`src/rtl/mul_sequencer.sv`:
```
// Sequencer for the EX-stage multi-cycle multiplier: launches it, stalls the pipeline, returns the product.
// Optional `MUL_ZERO_BYPASS_EN: a zero operand skips the multiplier and returns 0 after a one-cycle stall.
module mul_sequencer #(
  parameter int OP_W      = 16,
  parameter int ST_CYCLES = 2,
  parameter int TIMEOUT   = 64
) (
  input  logic              CLK,
  input  logic              RST,
  input  logic              req,
  input  logic [OP_W-1:0]   op_a,
  input  logic [OP_W-1:0]   op_b,
  input  logic              mul_idle,
  input  logic              mul_done,
  input  logic [2*OP_W-1:0] mul_prod,
  output logic              mul_st,
  output logic [OP_W-1:0]   mul_a,
  output logic [OP_W-1:0]   mul_b,
  output logic              stall,
  output logic [2*OP_W-1:0] result,
  output logic              result_valid,
  output logic              timeout_err
);

  typedef enum logic [2:0] {
    S_IDLE   = 3'd0,
    S_LAUNCH = 3'd1,
    S_WAIT   = 3'd2,
    S_DONE   = 3'd3,
    S_ABORT  = 3'd4
  } state_t;

  localparam logic [3:0] ST_LAST = 4'(ST_CYCLES - 1);
  localparam logic [9:0] TO_LAST = 10'(TIMEOUT - 1);

  state_t              state_q;
  logic [3:0]          st_cnt_q;
  logic [9:0]          wait_cnt_q;
  logic                done_q;
  logic                mul_st_q;
  logic [OP_W-1:0]     mul_a_q;
  logic [OP_W-1:0]     mul_b_q;
  logic [2*OP_W-1:0]   result_q;
  logic                result_valid_q;
  logic                timeout_err_q;
  logic                done_rise;
  logic                zero_bypass;

  // done is a level that may linger between ops, so only its rising edge completes a WAIT
  assign done_rise = mul_done & ~done_q;

`ifdef MUL_ZERO_BYPASS_EN
  assign zero_bypass = (op_a == '0) | (op_b == '0);
`else
  assign zero_bypass = 1'b0;
`endif

  assign stall = ((state_q == S_IDLE) & req) | (state_q == S_LAUNCH) | (state_q == S_WAIT);

  assign mul_st       = mul_st_q;
  assign mul_a        = mul_a_q;
  assign mul_b        = mul_b_q;
  assign result       = result_q;
  assign result_valid = result_valid_q;
  assign timeout_err  = timeout_err_q;

  always_ff @(posedge CLK or negedge RST) begin
    if (!RST) begin
      state_q        <= S_IDLE;
      st_cnt_q       <= '0;
      wait_cnt_q     <= '0;
      done_q         <= 1'b1;
      mul_st_q       <= 1'b0;
      mul_a_q        <= '0;
      mul_b_q        <= '0;
      result_q       <= '0;
      result_valid_q <= 1'b0;
      timeout_err_q  <= 1'b0;
    end else begin
      done_q         <= mul_done;
      result_valid_q <= 1'b0;
      case (state_q)
        S_IDLE: begin
          if (req) begin
            if (zero_bypass) begin
              result_q       <= '0;
              result_valid_q <= 1'b1;
              state_q        <= S_DONE;
            end else if (mul_idle) begin
              mul_a_q  <= op_a;
              mul_b_q  <= op_b;
              mul_st_q <= 1'b1;
              st_cnt_q <= '0;
              state_q  <= S_LAUNCH;
            end
          end
        end
        S_LAUNCH: begin
          if (st_cnt_q == ST_LAST) begin
            mul_st_q   <= 1'b0;
            wait_cnt_q <= '0;
            state_q    <= S_WAIT;
          end else begin
            st_cnt_q <= st_cnt_q + 4'd1;
          end
        end
        S_WAIT: begin
          // a done edge arriving on the timeout cycle still counts as success
          if (done_rise) begin
            result_q       <= mul_prod;
            result_valid_q <= 1'b1;
            state_q        <= S_DONE;
          end else if (wait_cnt_q == TO_LAST) begin
            result_q       <= '0;
            result_valid_q <= 1'b1;
            timeout_err_q  <= 1'b1;
            state_q        <= S_ABORT;
          end else begin
            wait_cnt_q <= wait_cnt_q + 10'd1;
          end
        end
        S_DONE:  state_q <= S_IDLE;
        S_ABORT: state_q <= S_IDLE;
        default: state_q <= S_IDLE;
      endcase
    end
  end

endmodule

```
`config.mk`:
```
export PLATFORM = sky130hd
export DESIGN_NAME = mul_sequencer
export DESIGN_NICKNAME = d
export VERILOG_FILES = /design/src/rtl/mul_sequencer.sv
export SDC_FILE = /design/constraint.sdc
export NUM_CORES = 1
export LEC_CHECK = 0
export BUFFER_PORTS_ARGS = -buffer_cell sky130_fd_sc_hd__clkbuf_2
export CAP_MARGIN = 25
export CORE_MARGIN = 2
export CORE_UTILIZATION = 49
export CTS_CLUSTER_DIAMETER = 200
export DETAILED_ROUTE_END_ITERATION = 8
export PLACE_DENSITY_LB_ADDON = 0.25
export SLEW_MARGIN = 15
export SYNTH_ARGS = -nofsm -noshare
export SYNTH_HDL_FRONTEND = slang
export SYNTH_SLANG_ARGS = --single-unit
export TNS_END_PERCENT = 10
```
`constraint.sdc`:
```
create_clock -name CLK -period 2 [get_ports CLK]
set_input_delay 0.5 -clock CLK [delete_from_list [all_inputs] [get_ports CLK]]
set_output_delay 0.5 -clock CLK [all_outputs]
set_load 0.005 [all_outputs]
```
==> reports/summary.txt, run 1 <==
RUN STATUS
--------------------------------------------------------------------------------------------------------
Outcome ...................................................................................    completed

CLOCKING
--------------------------------------------------------------------------------------------------------
Clock Path Buffers ........................................................................            2
Buffer type at the clock tree root ........................................................ sky130_fd_sc_hd__clkbuf_8
Clock network latency to the later pin of the worst-skew pair .............................      0.35 ns
Total number of clock tree sinks ..........................................................           85
TritonCTS buffer count ....................................................................            9
CTS HTree Levels ..........................................................................            3
Post-CTS clock slew at the launch and capture registers of the worst setup and hold paths .      0.09 ns
Post-CTS Setup Inserts ....................................................................            0
CTS tree ..................................................................................          yes

FINISH
--------------------------------------------------------------------------------------------------------
Count of non-filler cells in the finished layout ..........................................          495
Sequential cell area ...................................................................... 0.00213 mm^2
Most common library cell in the layout ignoring fill and taps ............................. sky130_fd_sc_hd__clkbuf_2
Share of cells above drive strength 1 .....................................................        0.518
Synthesis-to-finish area growth ...........................................................        29.1%
Fillers ...................................................................................          589
Most frequent cells in the layout ......................................................... sky130_fd_sc_hd__clkbuf_2, sky130_fd_sc_hd__dfrtp_1, sky130_fd_sc_hd__a22o_1
Final #Nets ...............................................................................          463
Area of the multi-input gates ............................................................. 0.00131 mm^2
Post-route design area .................................................................... 0.00458 mm^2
Final antenna diode count .................................................................            0

SYNTH
--------------------------------------------------------------------------------------------------------
Mean instance size in the synthesized netlist .............................................    14.4 um^2
Gate count of the mapped netlist ..........................................................          247
Register bit total from synthesis .........................................................           85
Summed instance area of the synthesized netlist ........................................... 0.00355 mm^2
Share of Yosys cell area claimed by the top area cell type ................................        0.592
Post-synth ARST share .....................................................................         1.00
Net count after synthesis .................................................................          319
Post-synth top flop ....................................................................... sky130_fd_sc_hd__dfrtp_1
Distinct cell type count of the synthesized netlist .......................................           42
Cell type with the highest aggregate area in the netlist .................................. sky130_fd_sc_hd__dfrtp_1
Leading cell types by total area after synthesis .......................................... sky130_fd_sc_hd__dfrtp_1, sky130_fd_sc_hd__mux2_4, sky130_fd_sc_hd__a22o_1, sky130_fd_sc_hd__mux2i_1, sky130_fd_sc_hd__buf_6
Part of the Yosys area used for sequential elements .......................................        0.600
Yosys Warn Count ..........................................................................            0
Number of enable flip-flop cells after synthesis ..........................................            0

PWR
--------------------------------------------------------------------------------------------------------
Leakage power summed over all cells .......................................................      2.38 nW
Sw frac ...................................................................................        0.315
Internal Dissipation ......................................................................      4.55 mW
Total Power Consumption ...................................................................      6.65 mW
Combinational fraction of design power ....................................................        0.362
Worst vdd rail ir drop ....................................................................     0.758 mV
Fraction of power consumed by sequential logic ............................................        0.454
Switching power total .....................................................................      2.10 mW
Part of the total power dissipated in the clock network ...................................        0.184
Pwr/cell area ............................................................................. 1450 mW/mm^2

SETUP PATH
--------------------------------------------------------------------------------------------------------
Worst path required time ..................................................................      2.24 ns
Launch point of the critical path ......................................................... wait_cnt_q[7]
Type of the worst setup path ..............................................................      reg2reg
Crit path DAT .............................................................................      2.03 ns
Worst flop-to-flop path startpoint ........................................................ wait_cnt_q[7]
Critical path capture point type ..........................................................    flip-flop
Depth of the worst register-to-register path ..............................................            5
R2r setup slk .............................................................................      0.21 ns
Startpoint types ..........................................................................    flip-flop
Maximum fanout count along the critical path ..............................................           33
End point of the critical path ............................................................   result[27]
Reg-to-reg endpoint .......................................................................   result[27]

ROUTING
--------------------------------------------------------------------------------------------------------
Via count .................................................................................        2,539
Number of nets still failing antenna checks after routing .................................            0
DR vias/cell ..............................................................................         5.13
Number of design-rule violations left by the first detailed-router iteration ..............          103
Wire per inst .............................................................................      14.9 um
Drt pass-1 iters ..........................................................................            4
Aggregate routed wire length ..............................................................      7.38 mm
Remaining design rule violation count .....................................................            0

TIMING
--------------------------------------------------------------------------------------------------------
Final setup violating endpoints ...........................................................            0
Final hold violation count ................................................................            0
Worst-margin pin slew .....................................................................     0.447 ns
Unrepaired setup endpoints after global routing ...........................................           no
Max_slew headroom .........................................................................        0.701
Post-route worst setup slack ..............................................................     0.205 ns
Clock period minus worst slack ............................................................      1.79 ns
TNS Setup .................................................................................         0 ns
Maximum clock frequency ...................................................................    0.557 GHz
Max Clock Skew ............................................................................    0.0133 ns
Final number of max-transition violations .................................................            0
Period utilization ........................................................................        0.897

GLOBAL ROUTE
--------------------------------------------------------------------------------------------------------
Number of antenna violations at the first check in global routing .........................            0
Sum of overflow across all layers after global routing ....................................            0
Vias in the first global route ............................................................        2,335
Largest net degree at the start of global routing .........................................           36
Global router's overall resource usage ....................................................        0.184
Wire length of the first global-routing pass ..............................................      11.2 mm

PLACEMENT
--------------------------------------------------------------------------------------------------------
Total instance count after detailed placement .............................................          479
Final GP Congestion .......................................................................        0.835
Post-place instance area .................................................................. 0.00438 mm^2
Half-perimeter wire length of the detailed placement result ...............................      5.45 mm
Worst slack after detailed placement ......................................................     0.209 ns
Count of buffers inserted at the top-level ports ..........................................          136

FLOW RUN
--------------------------------------------------------------------------------------------------------
Reported max-cap violation count ..........................................................            0

DIE
--------------------------------------------------------------------------------------------------------
I/O pin total .............................................................................          137
Vertical die dimension ....................................................................      89.1 um
Initial cell density of the core ..........................................................        0.497
Area of the core .......................................................................... 0.00714 mm^2
Horizontal die dimension ..................................................................      89.1 um
Die area .................................................................................. 0.00794 mm^2
Rows ......................................................................................           31

HOLD PATH
--------------------------------------------------------------------------------------------------------
Path category of the worst min-delay check ................................................     in2async

==> cell families after synthesis <==
group / count (synthesis) / synth area share
compound gates: 52 / 0.117
xor+xnor: 3 / 0.00740
fa+ha+maj: 3 / 0.0106
buf+inv: 15 / 0.0321
flops: 85 / 0.600
mux: 38 / 0.147
simple gates: 51 / 0.0860
==> synthesized netlist by cell type (2+ instances only) <==
| cell | count |
|---|---|
| sky130_fd_sc_hd__buf_4 | 4 |
| sky130_fd_sc_hd__ha_1 | 3 |
| sky130_fd_sc_hd__nand4_1 | 4 |
| sky130_fd_sc_hd__nor3_1 | 4 |
| sky130_fd_sc_hd__a22o_1 | 32 |
| sky130_fd_sc_hd__buf_2 | 4 |
| sky130_fd_sc_hd__or3b_2 | 2 |
| sky130_fd_sc_hd__xnor2_1 | 3 |
| sky130_fd_sc_hd__nand2_1 | 13 |
| sky130_fd_sc_hd__mux2_2 | 5 |
| sky130_fd_sc_hd__dfrtp_1 | 84 |
| sky130_fd_sc_hd__o311ai_0 | 2 |
| sky130_fd_sc_hd__nand3_1 | 5 |
| sky130_fd_sc_hd__mux2_4 | 27 |
| sky130_fd_sc_hd__nor2_1 | 8 |
| sky130_fd_sc_hd__o21ai_0 | 6 |
| sky130_fd_sc_hd__inv_1 | 2 |
| sky130_fd_sc_hd__o31ai_1 | 4 |
| sky130_fd_sc_hd__mux2i_1 | 6 |
| sky130_fd_sc_hd__buf_6 | 5 |
| sky130_fd_sc_hd__and2_1 | 3 |
==> per-layer routing <==
layer  global-route usage  part of all wire
met1                0.247              0.44
met2                0.286              0.47
met3               0.0526             0.073
met4               0.0692             0.018
met5                    0                 0
==> area by class of cell <==
class	instances	area share
clock inverters	7	0.0169
flip-flops and latches	85	0.465
well taps	99	0.0270
clock buffers	9	0.0270
repair buffers	146	0.176
multi-input cells	147	0.286
inverters	2	0.00164
==> power groups by stage <==
stage	registers, mW	logic [mW]	clock network, mW
after global routing	3.13	2.68	1.34
after floorplan	2.99	1.39	0
after global placement	3.02	2.38	0
after detailed placement	3.05	2.42	0
final	3.02	2.41	1.22
after CTS	3.01	2.45	1.26
==> state kept, by name, indices dropped and copies added (netlist names) <==
name          count
result           32
mul_a            16
mul_b            16
wait_cnt_q       10
st_cnt_q          4
state_q           3
done_q            1
mul_st            1
result_valid      1
timeout_err       1
==> how the worst min path moves through the flow <==
| stage | depth (start not counted) | slack, ns | endpoint | startpoint |
|---|---|---|---|---|
| 5_1_grt | 1 | 0.09 | result[16] | RST |
| 3_5_place_dp | 1 | 0.46 | timeout_err | timeout_err |
| 2_1_floorplan | 0 | 0.20 | mul_a[0] | RST |
| 6_report | 1 | 0.07 | result[16] | RST |
| 4_1_cts | 1 | 0.07 | result[16] | RST |
| 3_3_place_gp | 1 | 0.45 | timeout_err | timeout_err |
==> metrics by stage <==
stage | hold WS [ns] | util
2_1_floorplan | 0.204 | -
3_3_place_gp | 0.447 | 0.614
3_5_place_dp | 0.455 | 0.614
4_1_cts | 0.0711 | 0.642
5_1_grt | 0.0880 | 0.642
6_report | 0.0690 | 0.642
==> worst max-delay path, cell delays in order, from the launching register on <==
cell and delay (ns):
sky130_fd_sc_hd__dfrtp_1 0.44, sky130_fd_sc_hd__nor3_1 0.36, sky130_fd_sc_hd__nor4b_4 0.35, sky130_fd_sc_hd__o21ai_2 0.11, sky130_fd_sc_hd__buf_12 0.18, sky130_fd_sc_hd__a22o_1 0.24
==> repair_timing <==
action,in CTS,in global routing
setup endpoints to repair,0,1
hold buffers,0,0
gates resized for setup,0,2
No activity file was read; power rests on OpenSTA's default activity.
==> inputs of run 2 (changes only) <==
ABC_AREA = 1   (was unset)
CORE_MARGIN = 5   (was 2)
==> run 2 against run 1 <==
Net effect:
- worst hold slack better by 0.042 ns
- combinational power is 11% lower
- worst setup slack worse by 0.060 ns
- die area rose by 18%
- sequential power is 6% lower
==> reports/summary.txt, run 2 <==
RUN STATUS
--------------------------------------------------------------------------------------------------------
Outcome ...................................................................................    completed

DIE
--------------------------------------------------------------------------------------------------------
I/O pin total .............................................................................          137   unchanged
Area of the core .......................................................................... 0.00729 mm^2   +2.2%
Vertical die dimension ....................................................................      96.8 um   +8.7%
Die area .................................................................................. 0.00938 mm^2   +18%
Rows ......................................................................................           31   unchanged
Initial cell density of the core ..........................................................        0.507   +0.00932
Horizontal die dimension ..................................................................      96.8 um   +8.7%

CLOCKING
--------------------------------------------------------------------------------------------------------
Total number of clock tree sinks ..........................................................           85   unchanged
Clock Path Buffers ........................................................................            2   unchanged
CTS tree ..................................................................................          yes
CTS HTree Levels ..........................................................................            3   unchanged
Clock network latency to the later pin of the worst-skew pair .............................      0.34 ns   about the same
Buffer type at the clock tree root ........................................................ sky130_fd_sc_hd__clkbuf_8
TritonCTS buffer count ....................................................................            9   unchanged
Post-CTS Setup Inserts ....................................................................            0   unchanged
Post-CTS clock slew at the launch and capture registers of the worst setup and hold paths .      0.08 ns   about the same

TIMING
--------------------------------------------------------------------------------------------------------
Final number of max-transition violations .................................................            0   unchanged
Final hold violation count ................................................................            0   unchanged
Max Clock Skew ............................................................................   0.00665 ns   -0.00664 ns
Maximum clock frequency ...................................................................    0.539 GHz   -3.2%
Max_slew headroom .........................................................................        0.669   -0.0319
Unrepaired setup endpoints after global routing ...........................................           no
Period utilization ........................................................................        0.927   +0.0299
Clock period minus worst slack ............................................................      1.85 ns   +0.0598 ns
Final setup violating endpoints ...........................................................            0   unchanged
Worst-margin pin slew .....................................................................     0.496 ns   +0.0488 ns
TNS Setup .................................................................................         0 ns   unchanged

ROUTING
--------------------------------------------------------------------------------------------------------
Number of nets still failing antenna checks after routing .................................            0   unchanged
Drt pass-1 iters ..........................................................................            4   unchanged
Number of design-rule violations left by the first detailed-router iteration ..............          100   -2.9%
DR vias/cell ..............................................................................         4.71   -8.2%
Wire per inst .............................................................................      12.5 um   -16%
Via count .................................................................................        3,177   +25%
Detailed-route wire length on metal 1 .....................................................      3.62 mm   +11%
WL met2 ...................................................................................      4.05 mm   +17%
Aggregate routed wire length ..............................................................      8.47 mm   +15%
Remaining design rule violation count .....................................................            0   unchanged
Routed length on met3 .....................................................................       606 um   +13%
Top layer in use ..........................................................................         met4

PWR
--------------------------------------------------------------------------------------------------------
Total Power Consumption ...................................................................      6.29 mW   -5.4%
Pwr/cell area ............................................................................. 1340 mW/mm^2   -7.5%
Worst vdd rail ir drop ....................................................................     0.624 mV   -18%
Leakage power summed over all cells .......................................................      2.72 nW   +15%

FINISH
--------------------------------------------------------------------------------------------------------
Final #Nets ...............................................................................          643   +39%
Final antenna diode count .................................................................            0   unchanged
Share of cells above drive strength 1 .....................................................        0.323   -0.195
Count of non-filler cells in the finished layout ..........................................          675   +36%
Most common library cell in the layout ignoring fill and taps ............................. sky130_fd_sc_hd__nand2_1
Fillers ...................................................................................          660   +12%
Final core utilization ....................................................................        0.643   about the same
Synthesis-to-finish area growth ...........................................................        26.9%
Most frequent cells in the layout ......................................................... sky130_fd_sc_hd__nand2_1, sky130_fd_sc_hd__clkbuf_2, sky130_fd_sc_hd__dfrtp_1
Max reg flops .............................................................................           32   unchanged

PLACEMENT
--------------------------------------------------------------------------------------------------------
Count of buffers inserted at the top-level ports ..........................................          136   unchanged
Final GP Congestion .......................................................................        0.831   -0.48%
Half-perimeter wire length of the detailed placement result ...............................      6.41 mm   +18%
Total instance count after detailed placement .............................................          659   +38%

SYNTH
--------------------------------------------------------------------------------------------------------
Gate count of the mapped netlist ..........................................................          431   +74%
Leading post-synthesis cells by instance count ............................................ sky130_fd_sc_hd__nand2_1, sky130_fd_sc_hd__dfrtp_1, sky130_fd_sc_hd__nor2_1
Leading cell types by total area after synthesis .......................................... sky130_fd_sc_hd__dfrtp_1, sky130_fd_sc_hd__nand2_1, sky130_fd_sc_hd__nor2_1, sky130_fd_sc_hd__nand3_1, sky130_fd_sc_hd__nand2_2
Distinct cell type count of the synthesized netlist .......................................           28   -33%
Part of the Yosys area used for sequential elements .......................................        0.576   -0.0236
Most common cell in the synthesized netlist ............................................... sky130_fd_sc_hd__nand2_1
Share of Yosys cell area claimed by the top area cell type ................................        0.569   -0.0233
Register bit total from synthesis .........................................................           85   unchanged
Cell type with the highest aggregate area in the netlist .................................. sky130_fd_sc_hd__dfrtp_1
Post-synth ARST share .....................................................................         1.00   unchanged
Number of enable flip-flop cells after synthesis ..........................................            0   unchanged
Summed instance area of the synthesized netlist ........................................... 0.00369 mm^2   +4.1%
Post-synth top flop ....................................................................... sky130_fd_sc_hd__dfrtp_1
Mean instance size in the synthesized netlist .............................................    8.57 um^2   -40%
Net count after synthesis .................................................................          503   +58%
Yosys Warn Count ..........................................................................            0   unchanged

GLOBAL ROUTE
--------------------------------------------------------------------------------------------------------
Wire length of the first global-routing pass ..............................................      14.8 mm   +33%
Global router's overall resource usage ....................................................        0.189   +0.00485
Vias in the first global route ............................................................        3,266   +40%
Sum of overflow across all layers after global routing ....................................            0   unchanged
Number of antenna violations at the first check in global routing .........................            0   unchanged
Largest net degree at the start of global routing .........................................           37   +2.8%

SETUP PATH
--------------------------------------------------------------------------------------------------------
Reg-to-reg endpoint .......................................................................   result[10]
Launch point of the critical path .........................................................   state_q[2]
Crit path DAT .............................................................................      1.35 ns   -0.68 ns
Critical path capture point type ..........................................................   output pin
Type of the worst setup path ..............................................................      reg2out
Startpoint types ..........................................................................    flip-flop
Worst flop-to-flop path startpoint ........................................................ wait_cnt_q[0]
R2r setup slk .............................................................................      0.35 ns   +0.14 ns
Worst path required time ..................................................................      1.50 ns   -0.74 ns
Depth of the worst register-to-register path ..............................................            8   +3
Maximum fanout count along the critical path ..............................................            5   -85%

HOLD PATH
--------------------------------------------------------------------------------------------------------
Path category of the worst min-delay check ................................................     in2async

FLOW RUN
--------------------------------------------------------------------------------------------------------
Reported max-cap violation count ..........................................................            0   unchanged

-- run 2: changes by cell type after synthesis, moves of 5 or more --
cell                      delta
sky130_fd_sc_hd__nand3_1     +9
sky130_fd_sc_hd__a21oi_1     +6
sky130_fd_sc_hd__mux2i_1     -6
sky130_fd_sc_hd__nand2_4     +5
sky130_fd_sc_hd__nor2_1     +11
sky130_fd_sc_hd__nand2_1   +219
sky130_fd_sc_hd__nand2_2    +11
sky130_fd_sc_hd__mux2_4     -27
sky130_fd_sc_hd__mux2_2      -5
sky130_fd_sc_hd__a22o_1     -32
sky130_fd_sc_hd__inv_1      +14
-- run 2: through the flow --
step                cell area (um^2)  hold WS, ns  worst slack, ns
global route                    4690        0.146           0.0283
global placement                4470        0.453            0.395
CTS                             4680        0.112           0.0485
detailed placement              4470        0.458            0.339
floorplan                       3690        0.204            0.597
finish                          4690        0.111            0.146
-- run 2: per-layer routing --
layer  global-route usage  up-vias
li1                     -     1592
met5                    0        -
met1                0.238     1473
met2                0.308       98
met4               0.0724        0
met3               0.0525       14
-- run 2: cell families after synthesis --
group | synth area share
xor gates and xnor gates | 0.00237
and+or+nand+nor | 0.341
DFF | 0.576
buffers and inverters | 0.0450
adders and majority gates | 0.0102
AOI/OAI and AO/OA | 0.0251
-- run 2: timing repair --
item                                    4_1_cts  5_1_grt
endpoints found under the setup margin        0        1
gates resized for setup                       0        1
hold buffers                                  0        0
-- run 2: layout make-up --
cell class / count / area (um^2) / share of cell area
Sequential cell: 85 / 2130 / 0.454
Timing Repair Buffer: 141 / 733 / 0.156
Inverter: 21 / 81.3 / 0.0174
Clock buffer: 11 / 131 / 0.0280
Multi-Input combinational cell: 313 / 1410 / 0.300
Clock inverter: 5 / 83.8 / 0.0179
Tap cell: 99 / 124 / 0.0264
-- run 2: report_power, final --
group / internal, mW / leakage [nW] / total [mW] / switching [mW]
logic: 0.922 / 1.54 / 2.15 / 1.23
registers: 2.40 / 1.08 / 2.83 / 0.423
clock network: 0.709 / 0.100 / 1.31 / 0.600
-- run 2: critical path, cell delays in order (launching register included) --
cell                       delay [ns]
sky130_fd_sc_hd__dfrtp_1         0.43
sky130_fd_sc_hd__nor3_2          0.22
sky130_fd_sc_hd__inv_1           0.15
sky130_fd_sc_hd__nand2_1         0.10
sky130_fd_sc_hd__clkbuf_2        0.11
-- run 2: how the worst max path moves through the flow --
stage	cells after the start	slack [ns]	end
floorplan	9	0.60	result[15]
global placement	8	0.40	result[4]
detailed placement	8	0.34	result[13]
CTS	4	0.05	stall
global route	4	0.03	stall
finish	4	0.15	stall
